`src/rtl/mult_add_reconstruct.sv`:
```
// +--------------------------------------------------------------------------+
// | mult_add_reconstruct: pipelined quotient*divisor(+remainder) recompose   |
// | Optional DIV_RECON_CHECK_EN adds check_dividend / mismatch.              |
// | Revision: 1.0                                                            |
// +--------------------------------------------------------------------------+
`default_nettype none

module mult_add_reconstruct #(
  parameter int QUOT_W         = 32,
  parameter int DIVISOR_W      = 16,
  parameter int BITS_PER_STAGE = 2
) (
  input  logic                 clk,
  input  logic                 reset,
  input  logic                 valid_in,
  input  logic                 mode,
  input  logic [QUOT_W-1:0]    quotient,
  input  logic [DIVISOR_W-1:0] divisor,
  input  logic [DIVISOR_W-1:0] remainder,
`ifdef DIV_RECON_CHECK_EN
  input  logic [QUOT_W-1:0]    check_dividend,
  output logic                 mismatch,
`endif
  output logic [QUOT_W-1:0]    result,
  output logic                 overflow,
  output logic                 valid_out
);

  localparam int S     = DIVISOR_W / BITS_PER_STAGE;
  localparam int ACC_W = QUOT_W + DIVISOR_W;

  if ((DIVISOR_W % BITS_PER_STAGE) != 0) begin : g_geom_err
    $error("DIVISOR_W must be divisible by BITS_PER_STAGE");
  end

  logic [QUOT_W-1:0]    quot_q [0:S-1];
  logic [DIVISOR_W-1:0] div_q  [0:S-1];
  logic [ACC_W-1:0]     acc_q  [0:S];
  logic                 vld_q  [0:S];
  logic [ACC_W-1:0]     fold_acc_d [0:S-1];

  logic [QUOT_W-1:0]    result_q;
  logic                 overflow_q;
  logic                 valid_out_q;
  logic [QUOT_W-1:0]    result_d;
  logic                 overflow_d;

  // Each stage folds its divisor slice as one partial product of quotient.
  for (genvar k = 0; k < S; k++) begin : g_fold
    localparam int LSB = k * BITS_PER_STAGE;
    logic [BITS_PER_STAGE-1:0] slice;
    assign slice         = div_q[k][LSB +: BITS_PER_STAGE];
    assign fold_acc_d[k] = acc_q[k] +
                           ((ACC_W'(quot_q[k]) * ACC_W'(slice)) << LSB);
  end

  assign result_d   = acc_q[S][QUOT_W-1:0];
  assign overflow_d = |acc_q[S][ACC_W-1:QUOT_W];

  always_ff @(posedge clk or negedge reset) begin
    if (!reset) begin
      for (int k = 0; k < S; k++) begin
        quot_q[k] <= '0;
        div_q[k]  <= '0;
      end
      for (int k = 0; k <= S; k++) begin
        acc_q[k] <= '0;
        vld_q[k] <= 1'b0;
      end
      result_q    <= '0;
      overflow_q  <= 1'b0;
      valid_out_q <= 1'b0;
    end else begin
      quot_q[0] <= quotient;
      div_q[0]  <= divisor;
      acc_q[0]  <= mode ? '0 : {{QUOT_W{1'b0}}, remainder};
      vld_q[0]  <= valid_in;
      for (int k = 0; k < S - 1; k++) begin
        quot_q[k+1] <= quot_q[k];
        div_q[k+1]  <= div_q[k];
      end
      for (int k = 0; k < S; k++) begin
        acc_q[k+1] <= fold_acc_d[k];
        vld_q[k+1] <= vld_q[k];
      end
      valid_out_q <= vld_q[S];
      if (vld_q[S]) begin
        result_q   <= result_d;
        overflow_q <= overflow_d;
      end
    end
  end

  assign result    = result_q;
  assign overflow  = overflow_q;
  assign valid_out = valid_out_q;

`ifdef DIV_RECON_CHECK_EN
  logic [QUOT_W-1:0] chk_q [0:S];
  logic              mismatch_q;

  always_ff @(posedge clk or negedge reset) begin
    if (!reset) begin
      for (int k = 0; k <= S; k++) chk_q[k] <= '0;
      mismatch_q <= 1'b0;
    end else begin
      chk_q[0] <= check_dividend;
      for (int k = 0; k < S; k++) chk_q[k+1] <= chk_q[k];
      if (vld_q[S]) mismatch_q <= overflow_d || (result_d != chk_q[S]);
    end
  end

  assign mismatch = mismatch_q;
`endif

endmodule

`default_nettype wire

```
`config.mk`:
```
export PLATFORM = sky130hd
export DESIGN_NAME = mult_add_reconstruct
export DESIGN_NICKNAME = d
export VERILOG_FILES = /design/src/rtl/mult_add_reconstruct.sv
export SDC_FILE = /design/constraint.sdc
export NUM_CORES = 2
export LEC_CHECK = 0
export BUFFER_PORTS_ARGS = -buffer_cell sky130_fd_sc_hd__buf_2
export CAP_MARGIN = 15
export CORE_ASPECT_RATIO = 1.4
export CORE_MARGIN = 3
export CORE_UTILIZATION = 65
export DETAILED_ROUTE_END_ITERATION = 12
export PLACE_DENSITY = 0.82
export SLEW_MARGIN = 15
export SYNTH_ARGS = -nofsm -noshare
export SYNTH_HDL_FRONTEND = slang
export SYNTH_SLANG_ARGS = --single-unit
```
`constraint.sdc`:
```
create_clock -name clk -period 9 [get_ports clk]
set_clock_uncertainty 0.1 [all_clocks]
set_input_delay 0.45 -clock clk [delete_from_list [all_inputs] [get_ports clk]]
set_output_delay 0.45 -clock clk [all_outputs]
set_load 0.005 [all_outputs]
```
# Word level (Yosys, flattened, before mapping)

Index checks and enable logic that the tools add are counted.

Register bits: 827
Output and inout port bits: 34

Reductions and logical operators: 1
Add/subtract/negate cells: 8
Mux-type cells: 1
Multiply operators: 8

Operators by type and width:

| kind                                          | number |
|---|---|
| 32-bit by 2-bit multiplier with 34-bit output | 8 |
| 48-bit by 36-bit adder with 48-bit output     | 1 |
| 48-bit by 38-bit adder with 48-bit output     | 1 |
| 48-bit by 40-bit adder with 48-bit output     | 1 |
| 48-bit by 42-bit adder with 48-bit output     | 1 |
| 48-bit by 44-bit adder with 48-bit output     | 1 |
| 48-bit by 46-bit adder with 48-bit output     | 1 |
| 48-bit adder                                  | 1 |
| 16-bit by 34-bit adder with 35-bit output     | 1 |
| 16-bit 2-to-1 mux                             | 1 |
| 16-bit OR reduction                           | 1 |

# Depth between registers and ports, before layout

Depth after elaboration: 2
Depth in mapped cells: 27
Gate-level depth less buffers: 26

# Worst setup path after synthesis

No wires, ideal clock.

Kind: flip-flop to flip-flop
Start: register div_q[14] in the netlist's numbering
End: register acc_q[47] in the netlist's numbering
Path slack: 3.721 ns
Data arrival time: 5.054 ns
Library setup time: 0.125 ns
Period minus slack after synthesis: 5.279 ns
Data required time: 8.775 ns
Stages on the path, launching flop included: 26
Buffers on the path: 1
Cells stage by stage: dfrtp_1 > clkbuf_1 > nand2_1 > inv_1 > ha_1 > a21o_1 > a21oi_1 > o21bai_1 > o311a_1 > a221o_1 > a221oi_2 > o21bai_1 > a21oi_1 > xnor2_1 > ha_1 > a21o_1 > a21oi_1 > o21ai_0 > a2111oi_0 > o21ai_0 > a32oi_1 > a2111oi_0 > o21a_1 > o21a_1 > o41a_1 > xor2_1

RTL lines:

| what                             | line | source |
|---|---|---|
| start: declaration               | 37   | `logic [DIVISOR_W-1:0] div_q [0:S-1];` |
| start signal: indexed assignment | 80   | `div_q[k+1] <= div_q[k];` |
| end signal: indexed assignment   | 83   | `acc_q[k+1] <= fold_acc_d[k];` |
| end: declaration                 | 38   | `logic [ACC_W-1:0] acc_q [0:S];` |

==> results.cfg <==
[clock_tree]
clk_latency_ps = 650
path_clk_slew_ps = 60
clk_path_buf_depth = 3
cts_tree = done
clock_sinks = 721
htreeDepth = 3
post_cts_buffers = 0
root_buffer = clkbuf_16
numCtsBuffers = 71

[floorplanning]
core-area_um2 = 68000
placementRows = 113
ios = 102
die_w_um = 228
initial_core_util_pct = 65.9
dieHeight_um = 317
fp.dieArea_um2 = 72200

[global_routing]
grt_use_met1_pct = 23.4
met3_usage_pct = 2.67
grt.total_usage_pct = 25.1
grt_util_met2_pct = 51.7
grt_pass1_vias = 34700
antenna_found_initial = 0
overflow = 0
grt_busiest_layer = met2
grt_pass1_wl_mm = 151
grt_max_degree = 138

[place]
place_hpwl_mm = 68.5
portBuffers = 101
post-place-ws_ps = 2600
place_inst = 5451
globalplace.congestion = 0.904

[hold_path]
hp-class = in -> reg
hold_start = mode
worstHoldPathCells = 2

[setup_path]
reg2reg_from = div_q[70]$_DFF_PN0_
worst_path_max_delay_cell = dfrtp_1
crit_path_start_kind = flop
slowest_delay_ps = 830
cp-end-kind = flop
critical_path_class = reg -> reg
reg2regPathDepth = 26
cp-startpoint = div_q[70]$_DFF_PN0_
worst-path-max-fanout = 32
crit_arrival_ps = 6920
crit_required_ps = 9450
cp_common_cell = a21o_1

[sta]
fmax_mhz = 155
fin_ws_ps = 2530
finalSetupTns_ps = 0
rsz0062_at_grt = false
slew_headroom_pct = 33.6
final-hold-violation-count = 0
worstMarginPinSlew_ps = 996
min_period_ps = 6470
setup_viol = 0
period_share_pct = 71.9
report.final.slew_viol_count = 0

[yosys]
ys_types = 87
synth-seq-area-share_pct = 40.3
syn_avg_cell_area_um2 = 10.0
synth_top_area_share_pct = 40.3
synth_warnings = 0
yosys-top-cells-area = dfrtp_1 (40%), ha_1 (14%), and2_1 (6.7%), xnor2_1 (5.9%), a21oi_1 (4.5%)
synthArstFlopShare_pct = 100
synth_cells = 4479
yosys-top-cells-count = dfrtp_1 (721), ha_1 (502), and2_1 (479)
yosysTopAreaCell = dfrtp_1
synth_nets = 5079
yosysMostFrequentCell = dfrtp_1
synth_edf_count = 0
synth_ff_type = dfrtp_1
syn_area_um2 = 44800
synth-seq-cells = 721

[routing]
drtIter0Drc = 1394
first_pass_iters = 6
vias = 33000
wl_mm = 89.4
drc = 0
ant_nets = 0
avgRoutedWirePerCell_um = 15.8
via_per_inst = 5.85

[power_and_ir_drop]
max-vdd-ir-drop_uv = 184
internal-power_w = 0.00835
power_leakage_nw = 24.2
p_sw_w = 0.00465
pwr-share-seq_pct = 34.7
p_comb_share_pct = 42.0
pwr-share-clk_pct = 23.3
p_per_area_nw_per_um2 = 263
total_power_w = 0.0130
swShare_pct = 35.7

[finish]
layout.cells.non_filler = 5646
antenna_cells = 0
drive_above_1_share_pct = 6.64
area_delta_synth_final_pct = 10.4
final_nets = 5270
finish.utilization_pct = 72.7

[flow_run]
max-cap-violations = 0

[status]
status = completed
## power by group through the flow
stage / Combinational (W) / Sequential, W / Clock [W]
CTS: 0.00543 / 0.00452 / 0.00310
floorplan: 0.00429 / 0.00441 / 0
global route: 0.00609 / 0.00460 / 0.00324
finish: 0.00546 / 0.00451 / 0.00303
global placement: 0.00519 / 0.00453 / 0
detailed placement: 0.00533 / 0.00456 / 0
## final timing paths
check / end / slack (ps)
max: acc_q[230]$_DFF_PN0_ / 2530
min: acc_q[387]$_DFF_PN0_ / 110
max reg2reg: acc_q[230]$_DFF_PN0_ / 2530
min reg2reg: div_q[57]$_DFF_PN0_ / 230
max in group asynchronous: acc_q[277]$_DFF_PN0_ / 6380
min in group asynchronous: result[15]$_DFFE_PN0P_ / 300
## cells by family after synthesis
group / after synthesis / synth area share [%]
fa+ha+maj: 532 / 15.4
flops: 721 / 40.3
buf+inv: 269 / 2.25
xor+xnor: 414 / 8.09
simple gates: 1308 / 15.7
mux: 38 / 0.938
compound gates: 1197 / 17.4
## what timing repair did
action,4_1_cts,5_1_grt
gates resized for setup,0,0
endpoints found under the hold margin,146,0
hold buffers,66,0
## final cells by class
class,count,area [um2]
Fill cell,4790,18500
Tap cell,920,1150
Clock inverter,28,424
Sequential cell,721,18000
Timing Repair Buffer,182,1300
Inverter,205,769
Multi-Input combinational cell,3489,25800
Clock buffer,101,2010
## flip-flops by register name, indices dropped and copies added (netlist names)
register,cells
acc_q,350
quot_q,256
div_q,72
result,32
vld_q,9
overflow,1
valid_out,1
## layout by cell type (no fill, tap or decap), types with 71 or more instances in the layout
cell type / count
and2_1: 479
o21bai_1: 85
clkbuf_16: 71
nor2_1: 208
a21o_1: 213
xnor2_1: 301
buf_2: 100
xor2_1: 113
nor2b_1: 81
o21ai_0: 172
nand2_1: 217
inv_1: 205
dfrtp_1: 721
a21oi_1: 400
ha_1: 502
## worst max-delay path, delay by kind of cell, from the launching register on
family | cells | cell delay [ps]
AOI/OAI and AO/OA | 18 | 3790
buffers and inverters | 1 | 70
DFF | 1 | 830
adders and majority gates | 3 | 940
and+or+nand+nor | 3 | 430
xor gates and xnor gates | 1 | 220
## metal layers
layer,part of all wire (%),up-vias
li1,-,16200
met1,35,15800
met2,56,712
met3,2.9,329
met4,5.8,0
met5,0,-
## stage by stage
stage / hold WS (ps) / cell area (um2)
after detailed placement: 235 / 46400
after CTS: 50.7 / 49500
after floorplan: 54.4 / 44800
final: 111 / 49500
after global placement: 231 / 46400
after global routing: 101 / 49500
Power figures use the tool's default switching activity.
